==> src/rtl/dc_restore_tx.sv <==
// ---------------------------------------------------------------------------
// dc_restore_tx
// DAC-side DC re-insertion stage. Each accepted DC-free sample has the current
// offset added with saturation. The applied offset moves toward a programmable
// target by at most STEP per accepted sample, so retargeting never produces a
// step on the DAC.
//
// Ports
//   clk         system clock, rising edge
//   rst_n       asynchronous active-low reset
//   din         signed DC-free input sample
//   din_valid   input qualifier
//   din_ready   block can take din this cycle
//   dc_target   signed offset target, captured on dc_load
//   dc_load     one-cycle strobe that latches dc_target
//   dout        signed sat(din + offset), registered
//   dout_valid  dout qualifier
//   dout_ready  DAC side accepts dout
//   dc_offset   offset currently applied
//   ramping     offset is still moving toward the target
//   sat_cnt     saturated output samples, sticks at all-ones
// ---------------------------------------------------------------------------
module dc_restore_tx #(
    parameter int                    DATA_WIDTH    = 16,
    parameter logic [DATA_WIDTH-1:0] STEP          = 16'd4,
    parameter int                    SAT_CNT_WIDTH = 16
) (
    input  logic                     clk,
    input  logic                     rst_n,
    input  logic [DATA_WIDTH-1:0]    din,
    input  logic                     din_valid,
    output logic                     din_ready,
    input  logic [DATA_WIDTH-1:0]    dc_target,
    input  logic                     dc_load,
    output logic [DATA_WIDTH-1:0]    dout,
    output logic                     dout_valid,
    input  logic                     dout_ready,
    output logic [DATA_WIDTH-1:0]    dc_offset,
    output logic                     ramping,
    output logic [SAT_CNT_WIDTH-1:0] sat_cnt
);

    localparam int W = DATA_WIDTH;

    typedef enum logic [1:0] {
        ST_HOLD = 2'd0,
        ST_UP   = 2'd1,
        ST_DOWN = 2'd2
    } state_t;

    state_t                   state_r;
    state_t                   next_state_s;
    logic [W-1:0]             dout_r;
    logic                     dout_valid_r;
    logic [W-1:0]             offset_r;
    logic [W-1:0]             target_r;
    logic                     ramping_r;
    logic [SAT_CNT_WIDTH-1:0] sat_cnt_r;

    logic                     accept_s;
    logic [W:0]               sum_s;
    logic                     sat_hi_s;
    logic                     sat_lo_s;
    logic [W-1:0]             sat_val_s;
    logic [W:0]               off_ext_s;
    logic [W:0]               diff_s;
    logic [W:0]               mag_s;
    logic [W:0]               step_amt_s;
    logic [W:0]               next_off_ext_s;
    logic [W-1:0]             next_offset_s;

    // Single output register: a slot frees up in the same cycle it drains.
    assign din_ready  = !dout_valid_r || dout_ready;
    assign accept_s   = din_valid && din_ready;

    assign dout       = dout_r;
    assign dout_valid = dout_valid_r;
    assign dc_offset  = offset_r;
    assign ramping    = ramping_r;
    assign sat_cnt    = sat_cnt_r;

    // Saturating add of the sample and the offset in effect before this accept.
    always_comb begin
        sum_s    = {din[W-1], din} + {offset_r[W-1], offset_r};
        // Top two bits disagree exactly when the W-bit result would wrap.
        sat_hi_s = (sum_s[W:W-1] == 2'b01);
        sat_lo_s = (sum_s[W:W-1] == 2'b10);
        if (sat_hi_s) begin
            sat_val_s = {1'b0, {(W-1){1'b1}}};
        end else if (sat_lo_s) begin
            sat_val_s = {1'b1, {(W-1){1'b0}}};
        end else begin
            sat_val_s = sum_s[W-1:0];
        end
    end

    // Bounded ramp step; W+1 bits keep full-scale target swings exact.
    always_comb begin
        off_ext_s = {offset_r[W-1], offset_r};
        diff_s    = {target_r[W-1], target_r} - off_ext_s;
        if (diff_s[W]) begin
            mag_s = ~diff_s + {{W{1'b0}}, 1'b1};
        end else begin
            mag_s = diff_s;
        end
        // Clamping to the remaining distance is what prevents overshoot.
        if (mag_s < {1'b0, STEP}) begin
            step_amt_s = mag_s;
        end else begin
            step_amt_s = {1'b0, STEP};
        end
        if (diff_s[W]) begin
            next_off_ext_s = off_ext_s - step_amt_s;
        end else begin
            next_off_ext_s = off_ext_s + step_amt_s;
        end
        next_offset_s = next_off_ext_s[W-1:0];
    end

    // Next ramp state; direction is re-derived from the sign of the distance on
    // every accept, so a retarget across the current offset reverses cleanly.
    always_comb begin
        next_state_s = ST_HOLD;
        case (state_r)
            ST_HOLD, ST_UP, ST_DOWN: begin
                if (next_offset_s == target_r) begin
                    next_state_s = ST_HOLD;
                end else if (diff_s[W]) begin
                    next_state_s = ST_DOWN;
                end else begin
                    next_state_s = ST_UP;
                end
            end
            default: begin
                next_state_s = ST_HOLD;
            end
        endcase
    end

    // Ramp FSM, output register and counters; all ramp state advances only on
    // accepted samples so an idle stream freezes the offset.
    always_ff @(posedge clk or negedge rst_n) begin
        if (!rst_n) begin
            state_r      <= ST_HOLD;
            dout_r       <= {W{1'b0}};
            dout_valid_r <= 1'b0;
            offset_r     <= {W{1'b0}};
            target_r     <= {W{1'b0}};
            ramping_r    <= 1'b0;
            sat_cnt_r    <= {SAT_CNT_WIDTH{1'b0}};
        end else begin
            // A load coincident with an accept only affects later steps,
            // because this accept's step already used the old target.
            if (dc_load) begin
                target_r <= dc_target;
            end
            if (accept_s) begin
                dout_r       <= sat_val_s;
                dout_valid_r <= 1'b1;
                offset_r     <= next_offset_s;
                state_r      <= next_state_s;
                ramping_r    <= (next_state_s != ST_HOLD);
                if ((sat_hi_s || sat_lo_s) && (sat_cnt_r != {SAT_CNT_WIDTH{1'b1}})) begin
                    sat_cnt_r <= sat_cnt_r + {{(SAT_CNT_WIDTH-1){1'b0}}, 1'b1};
                end
            end else if (dout_ready) begin
                dout_valid_r <= 1'b0;
            end
        end
    end

endmodule

==> config.mk <==
export PLATFORM = sky130hd
export DESIGN_NAME = dc_restore_tx
export DESIGN_NICKNAME = d
export VERILOG_FILES = /design/src/rtl/dc_restore_tx.sv
export SDC_FILE = /design/constraint.sdc
export NUM_CORES = 1
export LEC_CHECK = 0
export CAP_MARGIN = 20
export CORE_MARGIN = 10
export CORE_UTILIZATION = 45
export DETAILED_ROUTE_END_ITERATION = 8
export GPL_ROUTABILITY_DRIVEN = 0
export PLACE_DENSITY_LB_ADDON = 0.25
export SETUP_SLACK_MARGIN = 0.15
export SYNTH_ARGS = -nofsm -noshare
export SYNTH_HDL_FRONTEND = slang
export SYNTH_SLANG_ARGS = --single-unit
==> constraint.sdc <==
create_clock -name clk -period 7.7 [get_ports clk]
set_input_delay 1.54 -clock clk [delete_from_list [all_inputs] [get_ports clk]]
set_output_delay 1.54 -clock clk [all_outputs]
set_load 0.02 [all_outputs]
==> results by stage, run 1 <==
Timing:
- Measured against its own limit, the worst slew margin works out to 38.7%.
- In the post-route analysis, the smallest setup slack over all paths is 0.589 ns.
- Timing would allow up to 0.141 GHz.
- Setup repair after global routing left no endpoint under its margin.
- On the final layout, the worst clock skew is 0.0116 ns.
- The clock period minus final worst setup slack is 7.11 ns.
- Setup violations remaining at the end of the flow were counted as 0.
- The period utilization is 92.4%.
- The number of pins with negative max-slew slack in the final report is 0.
- The transition at the pin with the smallest max-transition slack is 0.919 ns.
- The sum of negative setup slack is 0 ns.
- The number of endpoints with negative hold slack in the final report is 0.

Worst setup path:
- The endpoint of the most critical register-to-register path is state_r[0].
- For this design, the slowest cell found on the critical path is sky130_fd_sc_hd__o32ai_4.
- STA classifies the critical path startpoint as a flop.
- The worst endpoint required time is 7.91 ns.
- The arrival time reported for the critical path endpoint is 7.32 ns.
- The combined buffer and inverter count along the critical path is 0.
- Counting cells, the worst reg-to-reg path comes to 27.
- The worst register-to-register path has a setup slack of 0.59 ns.
- The category of the worst setup path capture point is a flop.
- The class of the most critical setup path is reg2reg.
- In this design, the stage delay of the slowest critical-path cell is 0.53 ns.
- The kind of cell with the highest combined delay along the critical path is compound AO/OA/AOI/OAI gates.
- The worst flop-to-flop path startpoint is dc_offset[0].
- The maximum fanout along the worst path is 11.

GRT:
- The total congestion overflow is 0.
- The global router's overall resource usage is 17.7%.
- The pin count of the biggest net entering global routing is 69.
- The via count of the first global-routing pass was 5,821.
- The initial antenna violation count is 0.
- The first global-routing pass estimated 29,500 µm of wire.

CTS:
- The clock transition time at the flip-flop clock pins of the worst setup and hold paths is 0.06 ns.
- TritonCTS built the clock tree.
- Clock tree synthesis inserted a total of 9 buffers.
- The root buffer cell is sky130_fd_sc_hd__clkbuf_16.
- The H-tree depth reported by CTS is 3.
- The clock latency on the worst-skew pair is 0.35 ns.
- The hold buffer count at cts is 0.
- The clock passes through at most 2 buffers.
- The clock drives 68 sinks.

Logic synthesis:
- In the synthesized netlist the dominant register cell turns out to be sky130_fd_sc_hd__dfrtp_1.
- The number of unique standard cell types used by synthesis is 87.
- Of all flip-flops after synthesis, the portion carrying an async set or reset was 100%.
- The number of flip-flops and latches in the synthesized netlist is 68.
- The mapped cell area is 6480 µm².
- During synthesis, Yosys emitted a total of 0 warnings.
- Yosys attributes the largest share of cell area to sky130_fd_sc_hd__dfrtp_1, sky130_fd_sc_hd__ha_1, sky130_fd_sc_hd__xnor2_1.
- Counting instances in the post-synthesis netlist gives the leading cell types as sky130_fd_sc_hd__nand2_1, sky130_fd_sc_hd__dfrtp_1, sky130_fd_sc_hd__o21ai_0, sky130_fd_sc_hd__ha_1, sky130_fd_sc_hd__a21oi_1.
- sky130_fd_sc_hd__nand2_1 is the most common cell in the netlist.
- The share of the Yosys chip area taken by registers is 26.3%.
- The portion of synthesized cell area occupied by the leading cell type is 26.3%.
- After technology mapping, the gate count stands at 757.
- The average cell area after synthesis is 8.56 µm².
- The number of enable-type register cells in the synthesized netlist is 0.
- The cell type with the largest total area after synthesis is sky130_fd_sc_hd__dfrtp_1.
- The post-synth net total is 850.

Pwr:
- The internal power contribution is 1.99 mW.
- The switching share of power is 50.1%.
- The maximum VDD drop is 274 µV.
- The power share of the combinational group is 72.9%.
- The total power per unit cell area is 512 nW/µm².
- The clock network burns 11.9% of the power.
- In this run, flip-flops and latches consume 15.2% of the power.
- Summed over all nets, the switching power comes to 2.00 mW.
- The total power after layout is 4.00 mW.
- The leakage power summed over all cells is 3.27 nW.

Worst hold path:
- The worst-case hold path end point is dout[2].
- In this run the most critical hold path is launched from dout[2].
- The class of the tightest hold or removal check is reg2reg.
- The cell count of the worst hold path is 2.

Routing:
- In the routed layout, each cell is associated on average with a via count of 5.84.
- The routed wire length is 17,900 µm.
- The overall via count from detail_route is 5,906.
- The mean routed wirelength per cell is 17.7 µm.
- The number of nets with antenna violations after routing is 0.
- The starting DRC count in detailed routing is 417.
- The number of optimization iterations in the first detailed-route pass is 5.
- The DRC violation count after routing is 0.

Placement:
- Summing all placed instances gives a cell area of 7440 µm².
- In this run the tool buffered the top-level ports with 87 buffer cells.
- After detailed placement, the design holds a cell count of 995.
- The detailed-placement wirelength estimate is 13,900 µm.
- Timing analysis after detailed placement gives a worst setup slack of 0.520 ns.

Cells and area:
- The final layout contains 920 nets.
- The antenna diode count is 0.
- The cell area after layout is 7810 µm².
- The total area of sequential cells is 1700 µm².
- Fill cells in the final layout number 1,285.
- Summing all multi-input logic gate instances after layout gives 4470 µm².
- Leaving out filler cells and counting taps, the final layout contains 1,012.
- The area growth from synthesis to layout is 20.6%.
- Of the cells placed in the final design, the portion with a size suffix greater than 1 is 10.7%.

Flow run:
- The count of max-cap constraint violations is 0.

Die:
- The vertical die dimension is 140 µm.
- 88 I/O pins were placed.
- The die footprint is 19,600 µm².
- The number of rows in the core area is 43.
- The core region is 14,000 µm².
- The floorplan step set the die width to 140 µm.
- The initial cell density of the core is 46.3%.

Run status:
- The flow ran to the end, and the final reports show no timing, DRC or antenna violations.
-- flip-flops by register name, indices dropped and copies added (netlist names) --
| signal | cells |
|---|---|
| dout_valid | 1 |
| ramping | 1 |
| state_r | 2 |
| dc_offset | 16 |
| dout | 16 |
| sat_cnt | 16 |
| target_r | 16 |
-- what timing repair did --
action | CTS | global route
resized for setup | 0 | 5
buffers inserted | 0 | 1
endpoints found under the setup margin | 0 | 3
-- how the worst max path moves through the flow --
stage                 start  slack (ns)  depth (start not counted)    endpoint
2_1_floorplan  dc_offset[0]        1.10                         28  state_r[0]
3_3_place_gp   dc_offset[5]        0.76                         29  state_r[0]
3_5_place_dp   dc_offset[5]        0.52                         29  state_r[0]
4_1_cts        dc_offset[5]        0.47                         29  state_r[0]
5_1_grt        dc_offset[0]        0.22                         28  state_r[0]
6_report       dc_offset[0]        0.59                         27  state_r[0]
-- tightest hold or removal path: stages, from the launching register on --
cell	delay, ns
sky130_fd_sc_hd__dfrtp_1	0.34
sky130_fd_sc_hd__nand2_1	0.05
sky130_fd_sc_hd__o21ai_0	0.06
-- through the flow --
| stage | hold WS, ns | utilization (%) |
|---|---|---|
| 3_5_place_dp | 0.469 | 53.2 |
| 6_report | 0.476 | 55.8 |
| 2_1_floorplan | 0.472 | - |
| 4_1_cts | 0.484 | 55.6 |
| 5_1_grt | 0.509 | 55.8 |
| 3_3_place_gp | 0.463 | 53.2 |
-- placed cells by master, fill, tap and decap left out, types with 4 or more instances in the layout --
cell type / count
sky130_fd_sc_hd__inv_1: 39
sky130_fd_sc_hd__nand2b_1: 12
sky130_fd_sc_hd__nand4b_1: 5
sky130_fd_sc_hd__a21oi_1: 51
sky130_fd_sc_hd__ha_1: 53
sky130_fd_sc_hd__nor2b_1: 8
sky130_fd_sc_hd__o21ai_0: 59
sky130_fd_sc_hd__a21oi_2: 4
sky130_fd_sc_hd__o21bai_1: 7
sky130_fd_sc_hd__nand4_1: 8
sky130_fd_sc_hd__o211ai_1: 5
sky130_fd_sc_hd__nor2_1: 41
sky130_fd_sc_hd__mux2i_1: 4
sky130_fd_sc_hd__clkbuf_16: 9
sky130_fd_sc_hd__mux2_2: 21
sky130_fd_sc_hd__dfrtp_1: 68
sky130_fd_sc_hd__nand3b_1: 5
sky130_fd_sc_hd__o21a_1: 6
sky130_fd_sc_hd__and3_1: 6
sky130_fd_sc_hd__nor4_1: 5
sky130_fd_sc_hd__or3_1: 6
sky130_fd_sc_hd__o21ai_1: 5
sky130_fd_sc_hd__clkdlybuf4s50_1: 86
sky130_fd_sc_hd__a21o_1: 16
sky130_fd_sc_hd__nand3_1: 28
sky130_fd_sc_hd__a211oi_1: 5
sky130_fd_sc_hd__nor3_1: 19
sky130_fd_sc_hd__xor2_1: 28
sky130_fd_sc_hd__xnor2_1: 43
sky130_fd_sc_hd__o21ai_2: 4
sky130_fd_sc_hd__o31ai_1: 4
sky130_fd_sc_hd__nand2_1: 69
sky130_fd_sc_hd__buf_4: 8
sky130_fd_sc_hd__a31oi_1: 8
-- power groups by stage --
stage / Sequential (mW) / Clock, mW / Combinational, mW
after global routing: 0.622 / 0.495 / 3.21
after floorplan: 0.680 / 0 / 2.06
after detailed placement: 0.612 / 0 / 2.85
after global placement: 0.610 / 0 / 2.78
after CTS: 0.608 / 0.479 / 2.87
final: 0.609 / 0.473 / 2.91
-- per-layer routing --
layer / vias up / share of wire (%) / track usage [%]
li1: 2874 / - / -
met1: 2818 / 44 / 22.1
met2: 179 / 48 / 29.4
met3: 35 / 5.8 / 3.96
met4: 0 / 2.4 / 6.03
met5: - / 0 / 0
-- logic make-up after synthesis --
group,after synthesis,synth area share [%]
muxes,25,4.27
adders and majority gates,56,11.2
and+or+nand+nor,238,19.1
xor gates and xnor gates,74,10.0
AOI/OAI and AO/OA,221,24.0
DFF,68,26.3
buffers and inverters,75,5.10
-- area by class of cell --
cell class,count,area share [%]
clock buffers,11,3.24
repair buffers,95,11.9
multi-input cells,614,57.3
clock inverters,5,1.07
flip-flops and latches,68,21.8
inverters,39,1.87
well taps,180,2.88
No activity file was read; power rests on OpenSTA's default activity.
==> run 2: changes to the inputs <==
--- a/config.mk
+++ b/config.mk
@@ -12,6 +12,7 @@
 export GPL_ROUTABILITY_DRIVEN = 0
 export PLACE_DENSITY_LB_ADDON = 0.25
 export SETUP_SLACK_MARGIN = 0.15
+export SKIP_LAST_GASP = 1
 export SYNTH_ARGS = -nofsm -noshare
 export SYNTH_HDL_FRONTEND = slang
 export SYNTH_SLANG_ARGS = --single-unit
==> results of run 2 <==
No change in the layout: final DEF, timing and power equal those of run 1.
